`config.mk`:
```
export PLATFORM = sky130hd
export DESIGN_NAME = wb_rr_arbiter
export DESIGN_NICKNAME = d
export VERILOG_FILES = /design/src/rtl/wb_rr_arbiter_pkg.sv /design/src/rtl/wb_rr_arbiter_rr_pick.sv /design/src/rtl/wb_rr_arbiter.sv
export SDC_FILE = /design/constraint.sdc
export NUM_CORES = 1
export LEC_CHECK = 0
export BUFFER_PORTS_ARGS = -buffer_cell sky130_fd_sc_hd__buf_4
export CORE_AREA = 2 2 170 172
export CTS_CLUSTER_DIAMETER = 30
export CTS_CLUSTER_SIZE = 10
export DETAILED_ROUTE_END_ITERATION = 6
export DIE_AREA = 0 0 172 174
export MAX_ROUTING_LAYER = met4
export SLEW_MARGIN = 40
export SYNTH_ARGS = -nofsm -noshare
export SYNTH_HDL_FRONTEND = slang
export SYNTH_SLANG_ARGS = --single-unit
```
`constraint.sdc`:
```
create_clock -name clk -period 3.3 [get_ports clk]
set_input_delay 0.165 -clock clk [delete_from_list [all_inputs] [get_ports clk]]
set_output_delay 0.165 -clock clk [all_outputs]
set_load 0.02 [all_outputs]
```
`src/rtl/wb_rr_arbiter_pkg.sv`:
```
// Shared configuration for the Wishbone round-robin arbiter: bus widths, FSM
// state encoding, default ack-watchdog limit and the pointer wrap helper.
package wb_rr_arbiter_pkg;

  localparam int WB_AD_WIDTH    = 32;
  localparam int WB_DAT_WIDTH   = 32;
  localparam int WB_ARB_TIMEOUT = 255;

  typedef enum logic {
    WB_ARB_IDLE = 1'b0,
    WB_ARB_BUSY = 1'b1
  } arb_state_e;

  function automatic int unsigned rr_next(input int unsigned idx, input int unsigned n);
    return (idx + 1 >= n) ? 0 : idx + 1;
  endfunction

endpackage

```
`src/rtl/wb_rr_arbiter_rr_pick.sv`:
```
// Combinational round-robin selector: first requester at or above ptr, with
// wrap-around, wins. Returns both a one-hot grant and its index.
module rr_pick
  import wb_rr_arbiter_pkg::*;
#(
  parameter int N  = 4,
  parameter int PW = $clog2(N)
) (
  input  logic [N-1:0]  req,
  input  logic [PW-1:0] ptr,
  output logic [N-1:0]  gnt,
  output logic [PW-1:0] idx
);

  int unsigned j;
  logic        found;

  always_comb begin
    // NOTE: every output gets a default before the search so no path leaves it
    // unassigned (no latch); '=' because this is ordered combinational evaluation.
    gnt   = '0;
    idx   = '0;
    found = 1'b0;
    j     = 32'(ptr);
    for (int k = 0; k < N; k++) begin
      if (!found && req[j]) begin
        found  = 1'b1;
        gnt[j] = 1'b1;
        idx    = PW'(j);
      end
      j = rr_next(j, N);
    end
  end

endmodule

```
`src/rtl/wb_rr_arbiter.sv`:
```
// Round-robin Wishbone B4 classic arbiter: NUM_M masters share one slave port,
// ownership held for a whole cyc. Optional ack watchdog under WB_ARB_TIMEOUT_EN.
module wb_rr_arbiter
  import wb_rr_arbiter_pkg::*;
#(
  parameter int NUM_M   = 4,
  parameter int AW      = WB_AD_WIDTH,
  parameter int DW      = WB_DAT_WIDTH,
  parameter int TIMEOUT = WB_ARB_TIMEOUT
) (
  input  logic                    clk,
  input  logic                    rst,
  input  logic [NUM_M-1:0]        m_cyc_i,
  input  logic [NUM_M-1:0]        m_stb_i,
  input  logic [NUM_M-1:0]        m_we_i,
  input  logic [NUM_M*AW-1:0]     m_addr_i,
  input  logic [NUM_M*DW-1:0]     m_wdata_i,
  input  logic [NUM_M*DW/8-1:0]   m_sel_i,
  output logic [DW-1:0]           m_rdata_o,
  output logic [NUM_M-1:0]        m_ack_o,
  output logic [NUM_M-1:0]        m_err_o,
  output logic                    s_cyc_o,
  output logic                    s_stb_o,
  output logic                    s_we_o,
  output logic [AW-1:0]           s_addr_o,
  output logic [DW-1:0]           s_wdata_o,
  output logic [DW/8-1:0]         s_sel_o,
  input  logic [DW-1:0]           s_rdata_i,
  input  logic                    s_ack_i,
  output logic [NUM_M-1:0]        grant_o
);

  localparam int SW = DW / 8;
  localparam int PW = $clog2(NUM_M);

  if (NUM_M < 2 || NUM_M > 4 || TIMEOUT < 1 || TIMEOUT > 65535) begin : g_bad_cfg
    $error("wb_rr_arbiter: NUM_M must be 2..4 and TIMEOUT 1..65535");
  end

  arb_state_e       state;
  logic [PW-1:0]    owner;
  logic [PW-1:0]    ptr;
  logic [NUM_M-1:0] pick;
  logic [PW-1:0]    pick_idx;
  logic             busy, own_cyc, own_stb;
  logic             expire, cut;

  rr_pick #(.N(NUM_M), .PW(PW)) u_pick (
    .req (m_cyc_i),
    .ptr (ptr),
    .gnt (pick),
    .idx (pick_idx)
  );

  assign busy    = (state == WB_ARB_BUSY);
  assign own_cyc = busy & m_cyc_i[owner];
  assign own_stb = own_cyc & m_stb_i[owner];

`ifdef WB_ARB_TIMEOUT_EN
  logic [15:0] wd_cnt;
  logic        timed_out;

  // Once the limit is hit the slave stays cut off until the master gives up cyc.
  assign expire = own_stb & ~s_ack_i & ~timed_out & (wd_cnt == 16'(TIMEOUT - 1));
  assign cut    = timed_out | expire;

  always_ff @(posedge clk) begin
    if (!rst || !own_cyc) begin
      wd_cnt    <= '0;
      timed_out <= 1'b0;
    end else begin
      if (expire) timed_out <= 1'b1;
      if (!own_stb || s_ack_i || cut) wd_cnt <= '0;
      else                            wd_cnt <= wd_cnt + 16'd1;
    end
  end
`else
  assign expire = 1'b0;
  assign cut    = 1'b0;
`endif

  always_ff @(posedge clk) begin
    // NOTE: '<=' so every register here updates from pre-edge values together.
    if (!rst) begin
      state   <= WB_ARB_IDLE;
      grant_o <= '0;
      owner   <= '0;
      ptr     <= '0;
    end else begin
      case (state)
        WB_ARB_IDLE: if (|m_cyc_i) begin
          grant_o <= pick;
          owner   <= pick_idx;
          state   <= WB_ARB_BUSY;
        end
        WB_ARB_BUSY: if (!m_cyc_i[owner]) begin
          grant_o <= '0;
          ptr     <= PW'(rr_next(32'(owner), NUM_M));
          state   <= WB_ARB_IDLE;
        end
        default: state <= WB_ARB_IDLE;
      endcase
    end
  end

  always_comb begin
    s_cyc_o   = 1'b0;
    s_stb_o   = 1'b0;
    s_we_o    = 1'b0;
    s_addr_o  = '0;
    s_wdata_o = '0;
    s_sel_o   = '0;
    m_ack_o   = '0;
    m_err_o   = '0;
    if (busy) begin
      s_cyc_o        = own_cyc & ~cut;
      s_stb_o        = own_stb & ~cut;
      s_we_o         = m_we_i[owner];
      s_addr_o       = m_addr_i[int'(owner)*AW +: AW];
      s_wdata_o      = m_wdata_i[int'(owner)*DW +: DW];
      s_sel_o        = m_sel_i[int'(owner)*SW +: SW];
      m_ack_o[owner] = own_cyc & ~cut & s_ack_i;
      m_err_o[owner] = expire;
    end
  end

  assign m_rdata_o = s_rdata_i;

endmodule

```
# Yosys cells after proc, flatten, opt, wreduce, memory -nomap -nowiden
# Cells that the tools add are included.
word_totals:
  register_bits: 9
  input_bits: 319
  out_inout_bits: 115
op_classes:
  addsub: 4
  n_lt_le_gt_ge: 14
  n_eq_ne: 2
  n_shift: 3
  mux: 52
  bitwise_logic: 9
  reduce_logical: 15
ops:
  columns: ["operator", "count"]
  rows:
  - ["128-bit by 8-bit variable part select with 32-bit output", 2]
  - ["32-bit two-way mux", 5]
  - ["32-bit by 1-bit >= comparator with 1-bit output (second input constant)", 3]
  - ["32-bit by 3-bit >= comparator with 1-bit output (second input constant)", 3]
  - ["32-bit by 3-bit less-than comparator with 1-bit output (second input constant)", 3]
  - ["32-bit by 1-bit adder with 32-bit output (second input constant)", 2]
  - ["4-bit two-way mux", 8]
  - ["1-bit two-way mux", 20]
  - ["16-bit by 5-bit variable part select with 4-bit output", 1]
  - ["1-bit binary-select mux with 2-bit select", 7]
  - ["4-bit bitwise OR", 3]
  - ["1-bit demux with 2-bit select", 5]
  - ["2-bit two-way mux", 5]
  - ["1-bit logical AND", 8]
  - ["4-bit case mux with 2 select lines", 1]
  - ["2-bit by 1-bit adder with 3-bit output (second input constant)", 2]
  - ["2-bit by 3-bit less-than comparator with 1-bit output (second input constant)", 2]
  - ["2-bit AND reduction", 3]
  - ["4-bit AND", 1]
  - ["2-bit by 1-bit >= comparator with 1-bit output (second input constant)", 2]
  - ["2-bit != test (second input constant)", 2]
  - ["4-bit OR reduction", 1]
  - ["1-bit AND", 3]
  - ["3-bit >= comparator (second input constant)", 1]
  - ["other kinds (3)", 6]

# Logic depth before layout (Yosys ltp)
logic_depth:
  depth_word: 17
  depth_mapped: 10

# Hierarchy
# Synthesis repeated with hierarchy kept, for this count alone.
hier_totals:
  hier_cells: 314
  hier_area_um2: 3472.1
by_module_without_submodules:
  columns: ["mod", "n_inst", "cells_each", "area_each_um2", "seq_area_each_um2"]
  rows:
  - ["wb_rr_arbiter", 1, 260, 2964.1, 180.2]
  - ["rr_pick", 1, 54, 508.0, 0.0]

# Worst setup path before layout
# OpenSTA, ideal clock, no wires.
synth_timing:
  path_kind: "register to register"
  from: "reg ptr[1]"
  to: "reg owner[0]"
  setup_ns: 0.088
  arrival_ns: 2.375
  t_required_ns: 3.212
  path_slack_ns: 0.837
  stages_incl_launch_ff: 11
  n_path_buf: 2
  period_less_slack_ns: 2.463
  cell_sequence: "dfxtp_1 -> clkbuf_8 -> inv_1 -> ha_1 -> buf_6 -> nor4_4 -> a21oi_2 -> or3_1 -> a21o_1 -> and4_1 -> nor4_2"
synth_between:
  elab_chain_cells: 13
  word_cells_on_any_way: 30
synth_rtl:
  columns: ["item", "line_no", "source"]
  rows:
  - ["start, declared", "wb_rr_arbiter.sv:42", "logic [PW-1:0] ptr;"]
  - ["start signal, assigned", "wb_rr_arbiter.sv:98", "ptr <= PW'(rr_next(32'(owner), NUM_M));"]
  - ["2-bit by 1-bit adder with 3-bit output", "wb_rr_arbiter_pkg.sv:15", "return (idx + 1 >= n) ? 0 : idx + 1;"]
  - ["32-bit by 3-bit >= comparator with 1-bit output", "wb_rr_arbiter_pkg.sv:15", null]
  - ["32-bit two-way mux", "wb_rr_arbiter_pkg.sv:15", null]
  - ["32-bit by 1-bit adder with 32-bit output / 1-bit binary-select mux with 2-bit select (equally long branches)", "wb_rr_arbiter_pkg.sv:15, wb_rr_arbiter_rr_pick.sv:26", null]
  - ["32-bit by 3-bit >= comparator with 1-bit output / 1-bit two-way mux (equally long branches)", "wb_rr_arbiter_pkg.sv:15, wb_rr_arbiter_rr_pick.sv:26", null]
  - ["32-bit two-way mux / 1-bit logical AND (equally long branches)", "wb_rr_arbiter_pkg.sv:15, wb_rr_arbiter_rr_pick.sv:26", null]
  - ["32-bit by 1-bit adder with 32-bit output (tied with other cells)", "wb_rr_arbiter_pkg.sv:15", null]
  - ["32-bit by 3-bit >= comparator with 1-bit output (tied with other cells)", "wb_rr_arbiter_pkg.sv:15", null]
  - ["32-bit two-way mux / 1-bit logical AND (equally long branches)", "wb_rr_arbiter_pkg.sv:15, wb_rr_arbiter_rr_pick.sv:26", null]
  - ["1-bit binary-select mux with 2-bit select / 1-bit two-way mux (equally long branches)", "wb_rr_arbiter_rr_pick.sv:26", "if (!found && req[j]) begin"]
  - ["1-bit two-way mux (not written as such) / 1-bit zero test (equally long branches)", "wb_rr_arbiter_rr_pick.sv:26", null]
  - ["1-bit logical AND", "wb_rr_arbiter_rr_pick.sv:26", null]
  - ["2-bit two-way mux (*)", "wb_rr_arbiter_rr_pick.sv:26", null]
  - ["end signal, assigned", "wb_rr_arbiter.sv:93", "owner <= pick_idx;"]
  - ["end, declared", "wb_rr_arbiter.sv:41", "logic [PW-1:0] owner;"]
# Mark *: on every way between the ends. The rest lies on a longest branch, timed or not. The select of a mux whose other input is x is not followed.
# A chain may end at the register's enable or synchronous reset.

# Worst setup path in the final report
layout_timing:
  from: "reg ptr[1]"
  to: "reg grant_o[1]"
layout_between:
  elab_chain_cells: 17
  word_cells_on_any_way: 55
layout_rtl:
  columns: ["item", "line_no", "source"]
  rows:
  - ["2-bit by 1-bit adder with 3-bit output", "wb_rr_arbiter_pkg.sv:15", null]
  - ["32-bit by 3-bit >= comparator with 1-bit output", "wb_rr_arbiter_pkg.sv:15", null]
  - ["32-bit two-way mux", "wb_rr_arbiter_pkg.sv:15", null]
  - ["32-bit by 1-bit adder with 32-bit output", "wb_rr_arbiter_pkg.sv:15", null]
  - ["32-bit by 3-bit >= comparator with 1-bit output", "wb_rr_arbiter_pkg.sv:15", null]
  - ["32-bit two-way mux", "wb_rr_arbiter_pkg.sv:15", null]
  - ["32-bit by 1-bit adder with 32-bit output", "wb_rr_arbiter_pkg.sv:15", null]
  - ["32-bit by 3-bit >= comparator with 1-bit output", "wb_rr_arbiter_pkg.sv:15", null]
  - ["32-bit two-way mux", "wb_rr_arbiter_pkg.sv:15", null]
  - ["32-bit by 1-bit >= comparator with 1-bit output (not written as such) / 32-bit by 3-bit less-than comparator with 1-bit output (equally long branches)", "wb_rr_arbiter_rr_pick.sv:28", "gnt[j] = 1'b1;"]
  - ["1-bit logical AND (not written as such)", "wb_rr_arbiter_rr_pick.sv:28", null]
  - ["1-bit two-way mux (not written as such)", "wb_rr_arbiter_rr_pick.sv:28", null]
  - ["1-bit demux with 2-bit select", null, null]
  - ["4-bit bitwise OR (no line)", null, null]
  - ["4-bit two-way mux (*)", "wb_rr_arbiter_rr_pick.sv:26", null]
  - ["4-bit two-way mux (*)", "wb_rr_arbiter.sv:91", "WB_ARB_IDLE: if (|m_cyc_i) begin"]
  - ["4-bit case mux with 2 select lines (*)", "wb_rr_arbiter.sv:90", "case (state)"]
  - ["end signal, assigned", "wb_rr_arbiter.sv:92", "grant_o <= pick;"]
  - ["end, declared", "wb_rr_arbiter.sv:30", "output logic [NUM_M-1:0] grant_o"]
# Marks and branches as above.

==> out/metrics.cfg <==
[status]
status = completed

[yosys]
ys_ff_latch = 9
synth_edf_count = 0
synth-async-reset-ratio = 0
synth_area_per_cell_um2 = 11.0
synthFlopType = dfxtp_1
synth_top_area_cell = mux4_2
seq_area_frac_synth = 0.0520
yosysWarnings = 0
synthCells = 314
synth_top_area_frac = 0.461
syn_area_um2 = 3470
synth.distinct_cells = 48
synth_area_leaders = mux4_2, and2_1, buf_4, dfxtp_1, ha_1

[die]
die_height_um = 174
die_width_um = 172
core-area_um2 = 28200
io_pins = 434
die_area_um2 = 29900
rows = 62
start_util = 0.123

[route]
drc = 0
vias = 3994
wirelength_mm = 17.5
firstDrtPassIters = 4
final_antenna_net_count = 0
post_drt_wl_per_cell_um = 17.3
drtIter0Drc = 153
vias_per_cell = 3.96

[sta]
relSlewSlack = 0.643
slew_viol_final = 0
whs_ns = 0.196
setup_viol_count_final = 0
rsz0062_at_grt = false
fmax_mhz = 393
finalCritPeriodShare = 0.770
tightest_slew_ns = 0.536
setup_slack_ns = 0.758
period_minus_slack_ns = 2.54
finalSetupTns_ns = 0
fin_skew_ns = 0.00301
hold_viol = 0

[setup_path]
cp.arrival_ns = 2.66
cp-end-kind = flip-flop
cp-start-kind = flip-flop
criticalPathCategory = reg -> reg
crit_fanout = 12
required_ns = 3.42

[global_routing]
track_usage = 0.110
overflow = 0
grt_first_pass_wirelength_mm = 24.2
grt_max_degree = 42
grt_pass1_vias = 4138
antenna_found_initial = 0

[clock_network]
postCtsSetupBuffers = 0
clkTransAtPathRegs_ns = 0.04
cts_htree_levels = 1
clk_latency_ns = 0.23
cts_resized = 0
postCtsHoldBufs = 0
cts_tree = yes
clock_tree.root_cell = clkbuf_16
cts_buffers = 3
clkSinkCount = 9
ctsLongestPathBuffers = 2

[pwr]
peakVddDrop_uv = 117
power.leakage_nw = 2.85
p_per_area_nw_per_um2 = 291

[layout]
nets = 953
n_antenna_cell = 0
nFillCells = 3156
layout-drive-gt1-share = 0.741
area_delta_synth_final_pct = 84.4

[worst_hold_path]
hp-class = in -> reg

[placement]
hpwl_mm = 15.1
io_buffer_count = 365
preCtsSetupSlack_ns = 0.785
gp_congestion = 0.870

[run]
cap_viol_max_count = 0

-- Yosys cell counts, drive strengths merged, types with 3 or more instances --
library cell	instances
dfxtp	9
a22oi	4
nor4	4
clkbuf	17
or3	3
a221o	4
o21ai	8
nor2b	4
buf	51
and2b	4
mux4	73
nor2	6
nand2	8
inv	5
and2	70
ha	8
and3	6
mux2i	7
a21oi	3
-- cell type report --
class,instances,area (µm²),area share
timing repair buffer,372,2810,0.439
inverter,5,18.8,0.00293
sequential,9,189,0.0295
multi-input combinational,235,2820,0.441
tap,384,480,0.0751
clock buffer,4,78.8,0.0123
-- kinds of logic after synthesis --
| group | synth area share |
|---|---|
| other | 0.00108 |
| AND/OR/NAND/NOR | 0.203 |
| flip-flops | 0.0520 |
| multiplexers | 0.503 |
| adder cells (fa/ha/maj) | 0.0289 |
| AO/OA/AOI/OAI | 0.0751 |
| buffers and inverters | 0.137 |
-- per-stage QoR --
stage | instance area (µm²) | utilization | instances | total power [mW]
6_report | 6390 | 0.226 | 1009 | 1.86
2_1_floorplan | 3480 | - | 317 | 1.12
3_3_place_gp | 6320 | 0.224 | 1005 | 1.66
4_1_cts | 6390 | 0.226 | 1009 | 1.89
3_5_place_dp | 6320 | 0.224 | 1005 | 1.67
5_1_grt | 6390 | 0.226 | 1009 | 1.99
-- worst max-delay path, cell delays in order, from the launching register on --
cell and delay, ns:
dfxtp_1 0.33, inv_1 0.10, ha_1 0.56, mux4_1 0.67, nor2b_1 0.20, a22oi_1 0.18, o21ai_0 0.12, a221o_1 0.27
-- power by group --
group	switching (mW)	internal [mW]
clock	0.0516	0.161
sequential	0.0399	0.127
combinational	0.645	0.834
-- final timing paths --
path	start	endpoint	depth (start not counted)	slack [ns]
setup / recovery	ptr[1]	grant_o[1]	7	0.76
hold / removal	rst	busy	2	0.20
setup reg to reg	ptr[1]	grant_o[1]	7	0.76
hold reg to reg	grant_o[0]	grant_o[0]	3	0.58
-- flip-flops by register name, summed over array words and instances, names as in the netlist --
signal   count
ptr          2
owner        2
busy         1
grant_o      4
-- cells in the final DEF (no fill, tap or decap), types with 4 or more instances in the layout --
cell and instances:
mux4_2 71, inv_1 5, dfxtp_1 6, ha_1 8
nor2_1 6, nand2_1 8, nor2b_1 4, mux2i_1 7
a22oi_1 4, and2_1 70, buf_4 371, conb_1 4
a221o_1 4, and3_1 6, o21ai_0 8
-- per-layer routing --
layer  global-route usage  vias to the layer above  wire length [µm]
met1                0.123                     1941              6340
li1                     -                     1805                 -
met2                0.204                      242              9160
met5                    -                        -                 0
met4               0.0116                        0                93
met3               0.0228                        6              1860
No activity file was read; power rests on OpenSTA's default activity.
